$ cat src/rtl/mmio_uart_tx.sv
// mmio_uart_tx: store-fed UART transmitter (TXDATA/STATUS/CTRL at BASE_ADDR+0/4/8; in: data_adr_i, write_data_i, mem_write_i; out: rd_data_o, tx_o), FIFO + 8N1 serialiser, define UART_TX_PARITY_EN for an even-parity bit
module mmio_uart_tx #(
  parameter logic [31:0] BASE_ADDR = 32'h8000_0000,
  parameter int FIFO_DEPTH = 4,
  parameter int CLKS_PER_BIT = 16
) (
  input  logic        clk_i,
  input  logic        rst_i,
  input  logic [31:0] data_adr_i,
  input  logic [31:0] write_data_i,
  input  logic        mem_write_i,
  output logic [31:0] rd_data_o,
  output logic        tx_o
);
  localparam int AW = $clog2(FIFO_DEPTH);
  localparam int CW = $clog2(FIFO_DEPTH + 1);
`ifdef UART_TX_PARITY_EN
  localparam logic PAR_EN = 1'b1;
`else
  localparam logic PAR_EN = 1'b0;
`endif
  typedef enum logic [2:0] {IDLE, START, DATA, PARITY, STOP} state_t;
  state_t state;
  logic [7:0] mem [FIFO_DEPTH];
  logic [AW-1:0] wp, rp;
  logic [CW-1:0] cnt;
  logic [15:0] div, div_q, tmr;
  logic [7:0] shr;
  logic [2:0] idx;
  logic tx_q, ovf;
  logic sel_tx, sel_st, sel_ct, full, empty, last, pop, wr_tx, push;
  logic unused_ok;
  assign sel_tx = data_adr_i[31:2] == BASE_ADDR[31:2];
  assign sel_st = data_adr_i[31:2] == BASE_ADDR[31:2] + 30'd1;
  assign sel_ct = data_adr_i[31:2] == BASE_ADDR[31:2] + 30'd2;
  assign full = cnt == CW'(FIFO_DEPTH);
  assign empty = cnt == '0;
  assign last = tmr == div_q - 16'd1;
  assign pop = !empty && (state == IDLE || (state == STOP && last));
  assign wr_tx = mem_write_i && sel_tx;
  assign push = wr_tx && (!full || pop);
  assign tx_o = tx_q;
  assign unused_ok = ^{data_adr_i[1:0], write_data_i[31:16]};
  always_comb
    rd_data_o = sel_st ? {16'b0, 8'(cnt), 3'b0, PAR_EN, ovf, state != IDLE, empty, full} :
                sel_ct ? {16'b0, div} : 32'b0;
  always_ff @(posedge clk_i)
    if (push) mem[wp] <= write_data_i[7:0];
  always_ff @(posedge clk_i or posedge rst_i) begin
    if (rst_i) begin
      wp <= '0;
      rp <= '0;
      cnt <= '0;
      ovf <= 1'b0;
      div <= 16'(CLKS_PER_BIT);
      div_q <= '0;
      tmr <= '0;
      idx <= '0;
      shr <= '0;
      tx_q <= 1'b1;
      state <= IDLE;
    end else begin
      if (push) wp <= wp + AW'(1);
      if (pop) rp <= rp + AW'(1);
      if (push != pop) cnt <= push ? cnt + CW'(1) : cnt - CW'(1);
      if (wr_tx && full && !pop) ovf <= 1'b1;
      else if (mem_write_i && sel_st && write_data_i[3]) ovf <= 1'b0;
      if (mem_write_i && sel_ct) div <= write_data_i[15:0] == 16'd0 ? 16'd1 : write_data_i[15:0];
      if (pop) begin
        shr <= mem[rp];
        div_q <= div;
      end
      tmr <= (state == IDLE || last) ? 16'd0 : tmr + 16'd1;
      case (state)
        IDLE: if (!empty) begin
          state <= START;
          tx_q <= 1'b0;
        end
        START: if (last) begin
          state <= DATA;
          idx <= 3'd0;
          tx_q <= shr[0];
        end
        DATA: if (last) begin
          idx <= idx + 3'd1;
          state <= idx != 3'd7 ? DATA : PAR_EN ? PARITY : STOP;
          tx_q <= idx != 3'd7 ? shr[idx + 3'd1] : PAR_EN ? ^shr : 1'b1;
        end
        PARITY: if (last) begin
          state <= STOP;
          tx_q <= 1'b1;
        end
        STOP: if (last) begin
          state <= empty ? IDLE : START;
          tx_q <= empty;
        end
        default: state <= IDLE;
      endcase
    end
  end
endmodule
$ cat config.mk
export PLATFORM = sky130hd
export DESIGN_NAME = mmio_uart_tx
export DESIGN_NICKNAME = d
export VERILOG_FILES = /design/src/rtl/mmio_uart_tx.sv
export SDC_FILE = /design/constraint.sdc
export NUM_CORES = 1
export LEC_CHECK = 0
export CORE_MARGIN = 1
export CORE_UTILIZATION = 28
export DETAILED_ROUTE_END_ITERATION = 7
export PLACE_DENSITY = 0.5
export SLEW_MARGIN = 20
export SYNTH_ARGS = -nofsm -noshare
export SYNTH_HDL_FRONTEND = slang
export SYNTH_SLANG_ARGS = --single-unit
$ cat constraint.sdc
create_clock -name clk_i -period 4.78 [get_ports clk_i]
set_input_delay 0.956 -clock clk_i [delete_from_list [all_inputs] [get_ports clk_i]]
set_output_delay 0.956 -clock clk_i [all_outputs]
set_load 0.02 [all_outputs]
==> reports/metrics.yaml <==
run_status:
  status: "finished, final reports clean"
critical_path:
  crit_family: "simple AND/OR/NAND/NOR gates"
  cpPeakStageDelay_ps: 610
  required_ps: 5010
  path_max_fanout: 13
  critPathBufInv: 2
  slowest_stage: "or4_4"
  cp-start-kind: "flip-flop"
  path_cells: "inv_1 > ha_1 > or4b_4 > or3_1 > o22ai_1 > nand3_1 > or4_4 > a21o_1 > a21boi_4 > inv_1 > fa_1 > a2111oi_0 > a31oi_1 > xnor2_1"
  cp.arrival_ps: 4560
  endpoint_kind: "flip-flop"
  critical_path.most_common_cell: "inv_1"
  crit_type: "reg2reg"
synthesis:
  synth-edff-count: 32
  yosysWarningCount: 0
  synthFlopType: "dfrtp_1"
  avgSynthCellArea_um2: 12.2
  postSynth.asyncResetShare_pct: 68.9
  netlist_instances: 433
  synth.distinct_cells: 62
  synth.ff_latch_count: 103
  ys_seq_area_share_pct: 51.7
  syn_area_um2: 5300
power_and_ir_drop:
  vdd_ir_drop_max_v: 0.000152
  cellPowerDensity_nw_per_um2: 267
  leakage_nw: 2.63
clock_tree:
  ctsResizeCount: 0
  htreeDepth: 3
  clock-root-buffer: "clkbuf_16"
  cts_tree: "yes"
  cts_inserted_buffers: 9
  hold_buffers: 0
  cts_num_sinks: 103
  clk_pin_slew_worst_paths_ps: 70
  cts_setup_buffers: 0
  clk_path_buf_depth: 2
  insertion_delay_ps: 350
layout:
  area_delta_synth_final_pct: 21.2
  drive_gt1_share_pct: 16.2
  utilization_pct: 35.2
  diodes: 0
  fin_area_um2: 6420
  nets: 572
sta:
  fin_crit_ps: 4330
  setup_tns_ps: 0
  setup_violations: 0
  finalHoldViolations: 0
  timing.final.ws_setup_ps: 453
  clock-skew-final_ps: 10.2
  worst_slew_margin_rel_pct: 37.7
  rsz0062_at_grt: "false"
  report.final.slew_viol_count: 0
  fin_crit_sh_pct: 90.5
  holdWs_ps: 507
  max_freq_ghz: 0.231
  tightestPinTransition_ps: 933
floorplanning:
  rows: 49
  dieArea_um2: 19500
  die_w_um: 140
  die_h_um: 140
  pin_count: 100
  start_util_pct: 29.0
  core_area_um2: 18300
flow_run:
  cap_violations: 0
routing:
  finalWirelength_mm: 11.8
  antenna_left: 0
  drtPass1Iterations: 4
  avgViaCountPerCell: 4.84
  via_count: 3531
  drt-initial-drc-count: 137
  wire_per_inst_um: 16.1
  drcViolationCount: 0
placement:
  numPortBuffers: 65
  dp_hpwl_mm: 8.62
  gp_congestion: 0.742
  dp_worst_setup_slack_ps: 398
  dpl-instance-area_um2: 6130
hold_path:
  holdCritPathClass: "reg2reg"
global_routing:
  overflow: 0
  grt_use_total_pct: 12.7
  grt_max_degree: 42
  grt_pass1_wl_mm: 18.9
  antenna_found_initial: 0
  grt_pass1_vias: 3511
==> power breakdown <==
part | switching [W] | leakage [nW] | internal (W)
Clock | 0.000311 | 0.144 | 0.000421
Sequential | 0.00000000000836 | 1.21 | 0.000909
Combinational | 0.0000389 | 1.28 | 0.0000370
==> routing by layer <==
metal	GRT usage (%)	wire, um
met5	0	0
met2	19.0	5270
met3	2.37	521
met4	4.68	184
met1	18.3	5810
==> cell usage in the layout (no fill, tap or decap), types with 4 or more instances in the layout <==
cell type	netlist	layout
mux2_1	4	4
clkbuf_16	0	9
mux4_2	10	10
a21oi_1	7	7
xor2_1	18	18
nand2_1	10	10
edfxtp_1	32	32
nand2b_1	4	4
nor4_1	13	12
a22o_1	7	7
and2_1	17	17
clkdlybuf4s50_1	0	65
buf_4	16	7
dfrtp_1	69	69
and3_1	5	5
nand3_1	14	14
o21ai_0	5	5
mux2_2	37	37
conb_1	1	16
inv_1	10	9
a31oi_1	5	5
nor2_1	31	31
xnor2_1	20	20
nor2b_1	6	6
nor3b_1	5	5
nor3_1	12	12
ha_1	8	8
==> path summary, 6_finish.rpt <==
check                               from  cells past startpoint  slack [ps]     end
worst min-delay path              shr[4]                      1         510  shr[4]
worst min register to register    shr[4]                      1         510  shr[4]
min in group asynchronous          rst_i                      2        1140  idx[2]
max in group asynchronous          rst_i                      3        2810  div[4]
worst max register to register  div_q[0]                     14         450  cnt[2]
worst max-delay path            div_q[0]                     14         450  cnt[2]
==> metrics by stage <==
step | power, W | instances
2_1_floorplan | 0.000959 | 448
5_1_grt | 0.00178 | 730
3_3_place_gp | 0.00100 | 714
4_1_cts | 0.00174 | 730
3_5_place_dp | 0.00100 | 714
6_report | 0.00172 | 730
==> synthesized netlist by cell type, drive strengths merged, types with 2 or more instances <==
cell,n,area [um2]
nor3,12,60.1
buf,24,181
inv,10,37.5
and3,5,31.3
a21o,2,15.0
nor2,31,116
a31oi,5,31.3
a41oi,2,17.5
dfrtp,69,1730
ha,8,100
xor2,18,158
or3,3,18.8
nor3b,5,37.5
xnor2,20,175
o2bb2ai,3,26.3
a211o,2,17.5
or2,2,12.5
and2,18,113
nor4,14,103
clkbuf,11,41.3
o21ai,5,25.0
mux4,10,225
mux2i,2,20.0
a21oi,7,35.0
a2111oi,2,17.5
nand3,14,70.1
edfxtp,32,961
mux2,41,462
dfstp,2,52.6
nand2,10,37.5
nor2b,6,37.5
or4b,2,23.8
nand4,3,18.8
a221o,2,20.0
a22o,7,61.3
nand2b,4,25.0
or4,3,30.0
==> worst reg2reg max path: cells and delay by family, from the launching register on <==
| family | cells | cell delay [ps] |
|---|---|---|
| AO/OA/AOI/OAI | 5 | 1190 |
| XOR/XNOR | 1 | 160 |
| flip-flops | 1 | 450 |
| buffers and inverters | 2 | 180 |
| adder cells (fa/ha/maj) | 2 | 640 |
| AND/OR/NAND/NOR | 4 | 1600 |
==> area by class of cell <==
| type | count | area, um2 |
|---|---|---|
| inverters | 10 | 37.5 |
| repair buffers | 72 | 703 |
| clock inverters | 3 | 43.8 |
| flip-flops and latches | 103 | 2740 |
| fillers | 1822 | 11800 |
| multi-input cells | 300 | 2360 |
| clock buffers | 13 | 250 |
| well taps | 229 | 287 |
==> sequential cells by signal, summed over array words and instances (netlist names), 3 cells and up <==
name and cells:
mem 32, div 16, div_q 16, tmr 16
shr 8, cnt 3, idx 3, state 3
==> cell families (layout without fill, tap and decap cells) <==
family | count (synthesis) | in the layout | share of synthesized area [%]
AOI/OAI and AO/OA | 48 | 48 | 6.92
xor gates and xnor gates | 38 | 38 | 6.28
adders and majority gates | 9 | 9 | 2.27
buffers and inverters | 45 | 98 | 4.91
DFF | 103 | 103 | 51.7
muxes | 53 | 53 | 13.3
other | 1 | 16 | 0.0708
and+or+nand+nor | 136 | 136 | 14.5
Note: power is estimated with default switching activity, not from simulation.
==> variant 1: new RTL, same settings <==
Build with the macro `UART_TX_PARITY_EN` defined.
--- a/src/rtl/mmio_uart_tx.sv
+++ b/src/rtl/mmio_uart_tx.sv
@@ -1,2 +1,4 @@
 // mmio_uart_tx: store-fed UART transmitter (TXDATA/STATUS/CTRL at BASE_ADDR+0/4/8; in: data_adr_i, write_data_i, mem_write_i; out: rd_data_o, tx_o), FIFO + 8N1 serialiser, define UART_TX_PARITY_EN for an even-parity bit
+`define UART_TX_PARITY_EN
+
 module mmio_uart_tx #(
Check against the original RTL: not equivalent (Yosys sat finds a counterexample within 4 cycles, from zero or initial values and one cycle with rst_i high).
==> variant 1 against the unedited design <==
Total power fell by 2.6%; synthesized area rose by 3.6%; routed wire length rose by 3.5%; cell area rose by 3.4%; non-clock buffer count rose by 1; global-route usage barely moved; first-iteration DRC count rose by 15%; worst setup slack got worse by 0.051 ns; final cell count rose by 7.3%; sequential cell count did not move.
==> variant 1: results <==
group,metric,value,unit
synthesis,synth_xor_area_frac,0.07267,
setup_path,reg2reg_slack,0.40,ns
setup_path,rr_endpoint,"cnt[2]",
setup_path,r2r_start,"div_q[0]",
synthesis,synth.cells.most_frequent,"dfrtp_1 (69), nor2_1 (40), edfxtp_1 (32)",
global_route,grt_max_degree,49,
global_route,grt_use_total,0.1271,
pwr,p_sw_frac,0.2237,
routing,first_iter_violations,157,
placement,dp_hpwl,9001,um
placement,gp_congestion,0.7812,
hold_path,min_to,"state[1]",
cells_and_area,drive_gt1_frac,0.1663,
timing,skew,0.007529,ns
synthesis,ys_types,68,
setup_path,worstPathArrival,4.64,ns
synthesis,seq_area_frac_synth,0.4989,
global_route,grt_pass1_wl,19380,um
synthesis,synthAdderAreaFrac,0.02187,
routing,wirelength,12190,um
status,status,"finished, final reports clean",
synthesis,synth_mux_area_frac,0.1446,
timing,worst_pin_slew,0.8156,ns
pwr,p_leak,2.751,nW
routing,via_count,3611,
cells_and_area,nNetsFinal,594,
setup_path,worst_r2r_path_depth,13,
hold_path,min_from,"state[2]",
synthesis,synth_area_leaders,"dfrtp_1 (31%), edfxtp_1 (17%), mux2_4 (5.5%)",
cells_and_area,fill_cells,1893,
[variant 1: changes by cell type after synthesis, sizes merged, moves of 3 or more]
cell,delta
inv,+9
nor2,+9
nand2,+7
xnor2,+7
and2,-6
nor3,-6
nor3b,-5
or3,+4
a31oi,-3
nand2b,-3
nand3,-3
o21ai,+3
or4,+3
[variant 1: metal layers]
| metal | GRT usage | vias to the layer above | share of wire |
|---|---|---|---|
| li1 | - | 1738 | - |
| met1 | 0.1697 | 1797 | 0.48 |
| met2 | 0.2025 | 67 | 0.47 |
| met3 | 0.03096 | 9 | 0.039 |
| met4 | 0.03905 | 0 | 0.011 |
| met5 | 0 | - | 0 |
[variant 1: logic make-up after synthesis]
family | after synthesis
compound gates | 51
xor+xnor | 44
fa+ha+maj | 9
buf+inv | 55
flops | 103
mux | 54
other cells | 1
simple gates | 137
[variant 1: critical path, cell delays in order (launching register included)]
cell and delay [ns]:
dfrtp_1 0.44, inv_1 0.08, ha_1 0.23, or3b_1 0.52, or3b_1 0.39, mux2_1 0.29, o32a_1 0.21, nor4_4 0.36
o21a_4 0.23, o21ai_2 0.17, fa_1 0.46, or4_1 0.53, o22a_1 0.19, o221ai_1 0.17
[variant 1: worst max-delay path by stage]
stage	from	endpoint	slack (ns)	cells after the start
5_1_grt	div_q[0]	cnt[2]	0.17	13
2_1_floorplan	div_q[0]	cnt[2]	0.79	14
3_3_place_gp	data_adr_i[5]	rd_data_o[0]	0.43	7
3_5_place_dp	div_q[0]	cnt[2]	0.42	13
6_report	div_q[0]	cnt[2]	0.40	13
4_1_cts	div_q[0]	cnt[2]	0.38	13
[variant 1: layout make-up]
type                       count  area share
timing repair buffer          73      0.1069
multi-input combinational    311      0.3796
sequential                   103      0.4124
clock inverter                 7    0.006967
inverter                      20     0.01130
clock buffer                   9     0.03389
tap                          260     0.04896
[variant 1: per-stage QoR]
stage / instance area, um^2 / worst slack (ns) / hold WS, ns / power (mW) / std cells
global route: 6645 / 0.1661 / 0.5140 / 1.730 / 783
floorplan: 5549 / 0.7899 / 0.4474 / 0.9589 / 469
detailed placement: 6374 / 0.4154 / 0.4855 / 1.003 / 767
finish: 6645 / 0.4015 / 0.4993 / 1.672 / 783
CTS: 6645 / 0.3786 / 0.4962 / 1.695 / 783
global placement: 6374 / 0.4258 / 0.4793 / 1.001 / 767
[variant 1: power groups by stage]
stage	clock network (mW)	registers (mW)	logic, mW
finish	0.688	0.909	0.0752
detailed placement	0	0.927	0.0760
CTS	0.711	0.908	0.0764
floorplan	0	0.927	0.0322
global placement	0	0.927	0.0747
global route	0.739	0.908	0.0827
==> variant 2: new RTL, config.mk and constraints unchanged <==
Made on the original files. Register the output `rd_data_o`, without a reset; this adds one clock of latency there. The other outputs are not delayed to match.
--- a/src/rtl/mmio_uart_tx.sv
+++ b/src/rtl/mmio_uart_tx.sv
@@ -22,2 +22,4 @@
   typedef enum logic [2:0] {IDLE, START, DATA, PARITY, STOP} state_t;
+
+  logic [31:0] rd_data_d;
   state_t state;
@@ -44,3 +46,3 @@
   always_comb
-    rd_data_o = sel_st ? {16'b0, 8'(cnt), 3'b0, PAR_EN, ovf, state != IDLE, empty, full} :
+    rd_data_d = sel_st ? {16'b0, 8'(cnt), 3'b0, PAR_EN, ovf, state != IDLE, empty, full} :
                 sel_ct ? {16'b0, div} : 32'b0;
@@ -100,2 +102,6 @@
   end
+  always_ff @(posedge clk_i) begin
+    rd_data_o <= rd_data_d;
+  end
+
 endmodule
Function: changed (a bounded check fails within 4 cycles, from zero or initial values and one cycle with rst_i high).
==> variant 2 against the unedited design <==
Worst setup slack improved by 0.27 ns; synthesized area up 5.6%; cell area is 10% higher; first-iteration DRC count shrank 18%; total power is 41% higher; die area up 5.5%; clock skew is 0.0020 ns lower; sequential cell count up 16; routed wire length grew 2.4%.
==> variant 2: results <==
group,metric,value,unit
setup_path,reg2reg_slack,0.72,ns
placement,placedCellCount,766,
clock_tree,clk_latency,0.42,ns
synthesis,synth.cells.most_frequent,"dfrtp_1 (69), nor2_1 (37), edfxtp_1 (32)",
routing,via_count,3654,
global_route,grt_pass1_wl,19860,um
synthesis,seq_area_frac_synth,0.5467,
global_route,met1_usage,0.1738,
status,status,"finished, final reports clean",
cells_and_area,drive_gt1_frac,0.1632,
setup_path,worstPathMaxFanout,12,
cells_and_area,fill_cells,1934,
global_route,grt_use_total,0.1301,
hold_path,min_from,"ovf",
cells_and_area,multi_input_area,0.002322,mm^2
setup_path,worstPathArrival,4.38,ns
hold_path,hold_depth,2,
global_route,grt_util_met2,0.1921,
synthesis,syn-instance-count,449,
timing,slew_headroom,0.5203,
placement,gp_congestion,0.7500,
routing,first_iter_violations,112,
global_route,grt_max_degree,47,
setup_path,r2r_start,"div_q[6]",
global_route,met3_usage,0.04265,
placement,dp_hpwl,8738,um
clock_tree,cts-buffers-inserted,17,
pwr,p_leak,3.007,nW
synthesis,asyncSetResetFlopFracSynth,0.5966,
timing,skew,0.008195,ns
synthesis,ys_types,64,
clock_tree,h-tree-depth,4,
## variant 2: cell type report
class / instances / area share
Inverter: 17 / 0.009035
Tap cell: 265 / 0.04694
Clock buffer: 18 / 0.06076
Sequential cell: 119 / 0.4333
Multi-Input combinational cell: 296 / 0.3288
Timing Repair Buffer: 69 / 0.09637
Clock inverter: 14 / 0.02480
## variant 2: worst max-delay path: cells and delay by family (launching register included)
kind	cells	cell delay [ns]
simple gates	6	1.72
compound gates	5	1.21
flops	1	0.46
fa+ha+maj	1	0.39
buf+inv	2	0.18
## variant 2: metrics by stage
step,power (mW),instance area [um^2],hold WS [ns],setup WS [ns]
after global routing,2.501,7063,0.5014,0.3904
final,2.418,7063,0.4856,0.7232
after detailed placement,1.140,6455,0.4771,0.6703
after floorplan,1.096,5654,0.4483,1.257
after global placement,1.139,6455,0.4694,0.7682
after CTS,2.449,7059,0.4897,0.7281
## variant 2: report_power, final
group          switching (mW)  total, mW  internal [mW]
clock network           0.476       1.30          0.823
registers       0.00000000844       1.04           1.04
logic                  0.0385     0.0751         0.0365
total                   0.515       2.42           1.90
## variant 2: worst max-delay path by stage
stage	start	end	slack (ns)	cells after the start
CTS	div_q[6]	cnt[2]	0.73	14
finish	div_q[6]	cnt[2]	0.72	14
global placement	data_adr_i[28]	cnt[2]	0.77	13
global route	div_q[2]	cnt[2]	0.39	14
floorplan	div_q[6]	cnt[2]	1.26	14
detailed placement	data_adr_i[28]	cnt[2]	0.67	13
## variant 2: cells by family (layout without fill, tap and decap cells)
| family | Yosys count | in the layout | synth area share |
|---|---|---|---|
| other | 1 | 16 | 0.0006699 |
| muxes | 53 | 53 | 0.1330 |
| adders and majority gates | 10 | 10 | 0.02325 |
| xor gates and xnor gates | 35 | 35 | 0.05476 |
| buffers and inverters | 49 | 118 | 0.04917 |
| DFF | 119 | 119 | 0.5467 |
| and+or+nand+nor | 137 | 137 | 0.1328 |
| AOI/OAI and AO/OA | 45 | 45 | 0.05968 |
## variant 2: metal layers
layer,wire length (um),part of all wire,up-vias
met1,5880,0.49,1781
li1,-,-,1746
met5,0,0,-
met4,207,0.017,0
met2,5318,0.44,116
met3,661,0.055,11
